## config.mk

```make
export PLATFORM = sky130hd
export DESIGN_NAME = weight_load_ctrl
export DESIGN_NICKNAME = d
export VERILOG_FILES = /design/src/rtl/weight_load_ctrl.sv
export SDC_FILE = /design/constraint.sdc
export NUM_CORES = 1
export LEC_CHECK = 0
export ABC_AREA = 1
export BUFFER_PORTS_ARGS = -buffer_cell sky130_fd_sc_hd__buf_4
export CORE_MARGIN = 4
export CORE_UTILIZATION = 40
export CTS_CLUSTER_SIZE = 25
export DETAILED_ROUTE_END_ITERATION = 7
export SYNTH_ARGS = -nofsm -noshare
export SYNTH_HDL_FRONTEND = slang
export SYNTH_SLANG_ARGS = --single-unit
```

## constraint.sdc

```tcl
create_clock -name clk -period 2.25 [get_ports clk]
set_input_delay 0.1125 -clock clk [delete_from_list [all_inputs] [get_ports clk]]
set_output_delay 0.1125 -clock clk [all_outputs]
set_load 0.005 [all_outputs]
```

## src/rtl/weight_load_ctrl.sv

```systemverilog
// weight_load_ctrl: gathers a serial stream of signed weights into KK-entry kernels and writes
// NUM_FEATURES kernels to feature memory. Define WLOAD_SAT_EN to clamp -2 to -1 and expose sat_flag.
module weight_load_ctrl #(
   parameter int KERNEL_SIZE  = 3,
   parameter int NUM_FEATURES = 10,
   parameter int DATA_W       = 2,
   localparam int KK = KERNEL_SIZE * KERNEL_SIZE,
   localparam int AW = $clog2(NUM_FEATURES) + 1,
   localparam int BW = (KK > 1) ? $clog2(KK) : 1
) (
   input  logic                     clk,
   input  logic                     rst,
   input  logic                     start,
   input  logic                     w_valid,
   input  logic signed [DATA_W-1:0] w_data,
   output logic                     w_ready,
   output logic [AW-1:0]            address_w,
   output logic                     feature_WrEn,
   output logic signed [DATA_W-1:0] weights_input [KK],
   output logic                     busy,
   output logic                     done
`ifdef WLOAD_SAT_EN
   ,
   output logic                     sat_flag
`endif
);

   typedef enum logic [1:0] {
      IDLE    = 2'd0,
      COLLECT = 2'd1,
      WRITE   = 2'd2,
      DONE    = 2'd3
   } state_t;

   localparam logic [BW-1:0] LAST_BEAT = BW'(KK - 1);
   localparam logic [AW-1:0] LAST_FEAT = AW'(NUM_FEATURES - 1);

`ifdef WLOAD_SAT_EN
   localparam logic signed [DATA_W-1:0] W_MIN = {1'b1, {(DATA_W-1){1'b0}}};
   localparam logic signed [DATA_W-1:0] W_SAT = {W_MIN[DATA_W-1:1], 1'b1};
`endif

   state_t        state, state_nx;
   logic [AW-1:0] feat_idx;
   logic [BW-1:0] beat_idx;
   logic          vld_p0;
   logic          last_beat;

   function automatic logic signed [DATA_W-1:0] sat_w(input logic signed [DATA_W-1:0] d);
`ifdef WLOAD_SAT_EN
      return (d == W_MIN) ? W_SAT : d;
`else
      return d;
`endif
   endfunction

   assign vld_p0    = w_valid && w_ready;
   assign last_beat = (beat_idx == LAST_BEAT);

   always_comb begin
      state_nx     = state;
      w_ready      = 1'b0;
      feature_WrEn = 1'b1;
      busy         = 1'b1;
      done         = 1'b0;
      unique case (state)
         IDLE: begin
            busy = 1'b0;
            if (start) state_nx = COLLECT;
         end
         COLLECT: begin
            w_ready = 1'b1;
            if (w_valid && last_beat) state_nx = WRITE;
         end
         WRITE: begin
            feature_WrEn = 1'b0;
            state_nx     = (feat_idx == LAST_FEAT) ? DONE : COLLECT;
         end
         DONE: begin
            done     = 1'b1;
            state_nx = IDLE;
         end
         default: state_nx = IDLE;
      endcase
   end

   // stage p0: beat capture, index bookkeeping and write-address latch
   always_ff @(posedge clk) begin
      if (rst) begin
         state     <= IDLE;
         feat_idx  <= '0;
         beat_idx  <= '0;
         address_w <= '0;
         for (int i = 0; i < KK; i++) weights_input[i] <= '0;
      end else begin
         state <= state_nx;
         case (state)
            IDLE: begin
               if (start) begin
                  feat_idx <= '0;
                  beat_idx <= '0;
                  for (int i = 0; i < KK; i++) weights_input[i] <= '0;
               end
            end
            COLLECT: begin
               if (vld_p0) begin
                  weights_input[beat_idx] <= sat_w(w_data);
                  if (last_beat) begin
                     beat_idx  <= '0;
                     // address is latched on entry to WRITE so it holds afterwards
                     address_w <= feat_idx;
                  end else begin
                     beat_idx <= beat_idx + BW'(1);
                  end
               end
            end
            WRITE: begin
               if (feat_idx != LAST_FEAT) feat_idx <= feat_idx + AW'(1);
            end
            default: ;
         endcase
      end
   end

`ifdef WLOAD_SAT_EN
   always_ff @(posedge clk) begin
      if (rst)                          sat_flag <= 1'b0;
      else if (state == IDLE && start)  sat_flag <= 1'b0;
      else if (vld_p0 && w_data == W_MIN) sat_flag <= 1'b1;
   end
`endif

endmodule

```

Word level (Yosys, flattened, before mapping)
Index checks and enable logic that the tools add are counted.
- equality and inequality tests: 10
- reduce and logical (&&, ||, !) cells: 10
- order comparisons: 2
- add/sub/neg operators: 2
- mux-type cells: 21
- bitwise gates (word level): 1
- operators by type and width (kind ; count):
    18-bit 2-to-1 mux ; 2
    18-bit case mux with 2 select lines ; 1
    18-bit bitwise mux ; 1
    4-bit 2-to-1 mux ; 3
    5-bit 2-to-1 mux ; 2
    5-bit case mux with 2 select lines ; 1
    3-bit AND reduction ; 3
    2-bit demux with 4-bit select ; 1
    2-bit 2-to-1 mux ; 4
    2-bit inequality test, second input constant ; 4
    2-bit case mux with 4 select lines ; 1
    4-bit case mux with 2 select lines ; 1
    5-bit by 1-bit adder with 5-bit output, second input constant ; 1
    5-bit by 4-bit == test with 1-bit output, second input constant ; 1
    5-bit greater-or-equal comparator, second input constant ; 1
    5-bit by 1-bit less-than comparator with 1-bit output, second input constant ; 1
    5-bit by 4-bit inequality test with 1-bit output, second input constant ; 1
    4-bit inverter with 5-bit output ; 1
    4-bit by 1-bit adder with 4-bit output, second input constant ; 1
    2-bit == test, second input constant ; 2
    4-bit == test, second input constant ; 1
    1-bit 2-to-1 mux ; 4
    2-bit nonzero test ; 2
    1-bit logical AND ; 3
    other kinds (3) ; 3
- logic and storage cells: 59
- bits of input ports: 6
- output and inout bits: 27
- register bits: 34

Depth between registers and ports, before layout
- depth in word-level cells: 8
- gate-level depth with buffers: 9

Worst setup path before layout
Ideal clock, no wire load.
- kind: register -> register
- start point: register beat_idx[0]
- end point: register address_w[0]
- required time: 2132 ps
- path slack: 983 ps
- cell stages (with the launch flop): 7
- buffers on the path: 0
- data arrival time: 1149 ps
- period minus slack after synthesis: 1267 ps
- path through: dfxtp_1 -> inv_1 -> ha_1 -> nand3_1 -> nor2_1 -> o21ai_0 -> nor2_1
- cells in the longest elaborated chain, start to end: 2
- ends and longest elaborated chain (element ; line ; text):
    from (decl) ; 45 ; logic [BW-1:0] beat_idx;
    from (signal assigned) ; 113 ; beat_idx <= beat_idx + BW'(1);
    4-bit == test ; 58 ; assign last_beat = (beat_idx == LAST_BEAT);
    3-bit AND reduction (no line) ; - ;
    to (signal assigned) ; 111 ; address_w <= feat_idx;
    to (decl) ; 17 ; output logic [AW-1:0] address_w,
No other way between the ends.
A chain may end at the register's enable or synchronous reset.

Worst setup path in the final report
- start point: register state[0]
- end point: register weights_input[1] (netlist bit)
- cells in the longest elaborated chain, start to end: 5
- elaborated cells between the ends (all ways): 9
- those cells by class: 3 x eq/ne; 2 x mux; 4 x reduce/logical
- ends and longest elaborated chain (element ; line ; text):
    from (decl) ; 43 ; state_t state, state_nx;
    from (signal assigned) ; 96 ; state <= state_nx;
    2-bit by 1-bit == test with 1-bit output ; 66, 97 ;
    1-bit 2-to-1 mux ; 66 ; unique case (state)
    1-bit logical AND ; 57 ; assign vld_p0 = w_valid && w_ready;
    2-bit inequality test (no line) ; - ;
    3-bit AND reduction (no line) ; - ;
    to (signal, indexed assignment) ; 107 ; weights_input[beat_idx] <= sat_w(w_data);
    to (decl) ; 19 ; output logic signed [DATA_W-1:0] weights_input [KK],
Parallel ways exist; a longest one is shown, timed or not.

==> results.txt <==
----------------------------------------------------
[Run status]
  Status ... completed

[Die]
  Die footprint ... 5210 um^2
  Effective utilization at floorplan ... 41.2%
  Floorplan Core Area ... 4000 um^2
  Row Count ... 23
  Height of the chip ... 72.2 um
  Number of ports placed on the die boundary ... 33
  Die W ... 72.2 um

[Worst setup path]
  R2r setup slk ... 0.59 ns
  CP Class ... flip-flop to flip-flop
  Crit end category ... flip-flop
  Critical Path AT ... 1.82 ns
  Buf+Inv Stages, Crit Path ... 0
  Startpoint type of the worst setup path ... flip-flop
  WP data required ... 2.41 ns
  Critical Path, Cell by Cell ... nand3_2 -> nand2_2 -> nand2_1 -> nand3_1 -> o21ai_0
  Max stage delay cell, worst path ... nand2_2
  Cells on worst reg2reg path ... 5
  Worst-path maximum fanout ... 34
  Startpoint of the lowest-slack register-to-register path ... state[0]
  Cell class contributing the biggest share of worst-path delay ... simple AND/OR/NAND/NOR gates
  Critical Path Max Stage Delay ... 0.47 ns
  Capture instance of the worst register-to-register path ... weights_input[1]

[Global route]
  Via count of the first global-routing pass ... 1459
  Maximum number of pins on one net before global-route repair ... 35
  Gr ovfl total ... 0
  Antenna violations before repair ... 0
  Overall fraction of global-route tracks in use ... 15.8%
  First-pass GRT wire length ... 6640 um

[Routing]
  Number of remaining DRC errors ... 0
  Routed vias ... 1574
  Avg WL per Cell ... 11.3 um
  Number of vias per cell after detailed routing ... 4.84
  First drt pass iteration count ... 4
  Routed WL ... 3660 um
  Initial detailed-routing violation count ... 112
  Number of routed nets with antenna violations ... 0

[Placement]
  Post-DP Area ... 1910 um^2
  Count of input and output buffers ... 32
  Placed cells ... 317
  HPWL reported at the end of detailed placement ... 2610 um
  Final Wtd Congestion ... 0.820

[Clocking]
  Buffer type at the clock tree root ... clkbuf_8
  CTS Buffer Depth ... 2
  H-tree depth reported by CTS ... 2
  Clock latency at the later pin of the worst-skew pair ... 0.28 ns
  Post-CTS Setup Repair Bufs ... 0
  Num Clock Sinks ... 34
  Clock transition at the registers of the reported paths ... 0.07 ns
  CTS tree ... done
  Count of hold-fix buffers inserted at cts ... 0
  Gates resized, CTS repair ... 0
  Inserted Clock Buffers ... 5

[Layout]
  Share of layout cells above drive strength 1 ... 16.7%
  Finished Cell Area ... 2010 um^2
  Most common cell after layout, fill and taps aside ... nand2_1
  Reg area ... 681 um^2
  Commonest non-fill, non-tap cells in the layout ... nand2_1, nand3_1, dfxtp_1
  # diodes ... 0
  Filler cells ... 415
  Area used by multi-input combinational logic ... 815 um^2
  Post-layout instance count excluding filler cells ... 325
  Area grow syn2layout ... 21.7%
  Count of nets after finishing ... 286

[Timing]
  Total negative slack ... 0 ns
  Slew margin rel. ... 63.9%
  Shortest clock period the worst path allows after layout ... 1.66 ns
  Final Hold Viols ... 0
  Unrepaired setup endpoints after global routing ... no
  Setup-failing EPs final ... 0
  Worst-case clock skew ... 0.00502 ns
  Fmax achieved ... 602 MHz
  Worst-Margin Slew ... 0.539 ns
  Final worst-path cycle share ... 73.8%
  Final Max Slew Viols ... 0

[Synthesis]
  Simple-gate share of the synthesized area ... 34.4%
  Number of storage elements in the synthesis netlist ... 34
  Syn Nets ... 255
  Area fraction in compound gates after synthesis ... 10.5%
  Proportion of synthesized chip area in sequential cells ... 41.3%
  Adder and majority gate portion of the synthesized area ... 4.56%
  Count of synthesis-stage warnings from yosys ... 0
  Syn Area/Cell ... 6.78 um^2
  Distinct cell type count after synthesis ... 18
  Post-synthesis instance total ... 243
  Combinational family with the most area after synthesis ... simple AND/OR/NAND/NOR gates
  XOR/XNOR share of the synthesized area ... 0%
  Cell Area, Synth ... 1650 um^2
  Multiplexer area fraction after synthesis ... 0%

[Min path]
  Worst Min Path Start ... rst
  Hold depth ... 2
  Hold Crit Endpoint ... weights_input[5]
  Type of the most critical hold path ... input pin to flip-flop

[Power and ir drop]
  Leak pwr ... 0.928 nW
  VDD IR max ... 0.485 mV
  Power density normalized to cell area ... 636 nW/um^2

[Run]
  Max-capacitance violation count ... 0

----------------------------------------------------
[state kept, by name, indices dropped and copies added, names as in the netlist]
signal and flops:
weights_input 18, feat_idx 5, state 2, beat_idx 4, address_w 5
[layout make-up]
type                    count  area share, %
inverters                  31           5.80
clock inverters             1          0.250
repair buffers             32           12.0
clock buffers               7           4.30
well taps                  50           3.12
flip-flops and latches     34           33.9
multi-input cells         170           40.6
[report_power, final]
| group | switching, W | total, W | internal [W] |
|---|---|---|---|
| Clock | 0.000210 | 0.000456 | 0.000247 |
| Sequential | 0.0000186 | 0.000635 | 0.000616 |
| Combinational | 0.000125 | 0.000184 | 0.0000589 |
[per-layer routing]
| layer | global-route usage (%) | vias up | wire [um] |
|---|---|---|---|
| met2 | 22.9 | 31 | 1490 |
| met3 | 3.60 | 4 | 205 |
| met4 | 5.01 | 0 | 34 |
| met5 | 0 | - | 0 |
| met1 | 23.1 | 694 | 1930 |
| li1 | - | 845 | - |
[cells in the mapped netlist]
cell	number	area share [%]
a21oi_1	23	7.0
buf_2	5	1.5
clkbuf_1	3	0.68
dfxtp_1	34	41
ha_1	6	4.6
inv_1	29	6.6
inv_2	2	0.46
nand2_1	62	14
nand2_2	1	0.38
nand3_1	38	12
nand3_2	1	0.61
nand4_1	3	1.1
nor2_1	16	3.6
nor2_2	3	1.1
nor3_1	6	1.8
o21ai_0	9	2.7
o21ai_1	1	0.30
o21bai_1	1	0.46
[worst max-delay path by stage]
stage           startpoint               end  slack [ns]  cells past startpoint
6_report          state[0]  weights_input[1]        0.59                      5
5_1_grt           state[0]  weights_input[1]        0.37                      5
4_1_cts           state[0]  weights_input[1]        0.58                      5
3_5_place_dp      state[0]  weights_input[1]        0.60                      5
3_3_place_gp      state[0]  weights_input[1]        0.69                      5
2_1_floorplan  beat_idx[0]      address_w[0]        0.98                      6
[through the flow]
step                      power, W  hold slack, ns  util [%]  setup WS (ns)
after CTS                  0.00129           0.158      50.1          0.581
after detailed placement  0.000833           0.452      47.9          0.599
after global routing       0.00135           0.166      50.1          0.374
after floorplan           0.000785           0.326         -          0.983
after global placement    0.000833           0.449      47.9          0.689
final                      0.00128           0.165      50.1          0.590
[kinds of logic after synthesis]
kind of cell,Yosys count
buffers and inverters,39
AO/OA/AOI/OAI,34
adder cells (fa/ha/maj),6
flip-flops,34
AND/OR/NAND/NOR,130
Power figures use the tool's default switching activity.
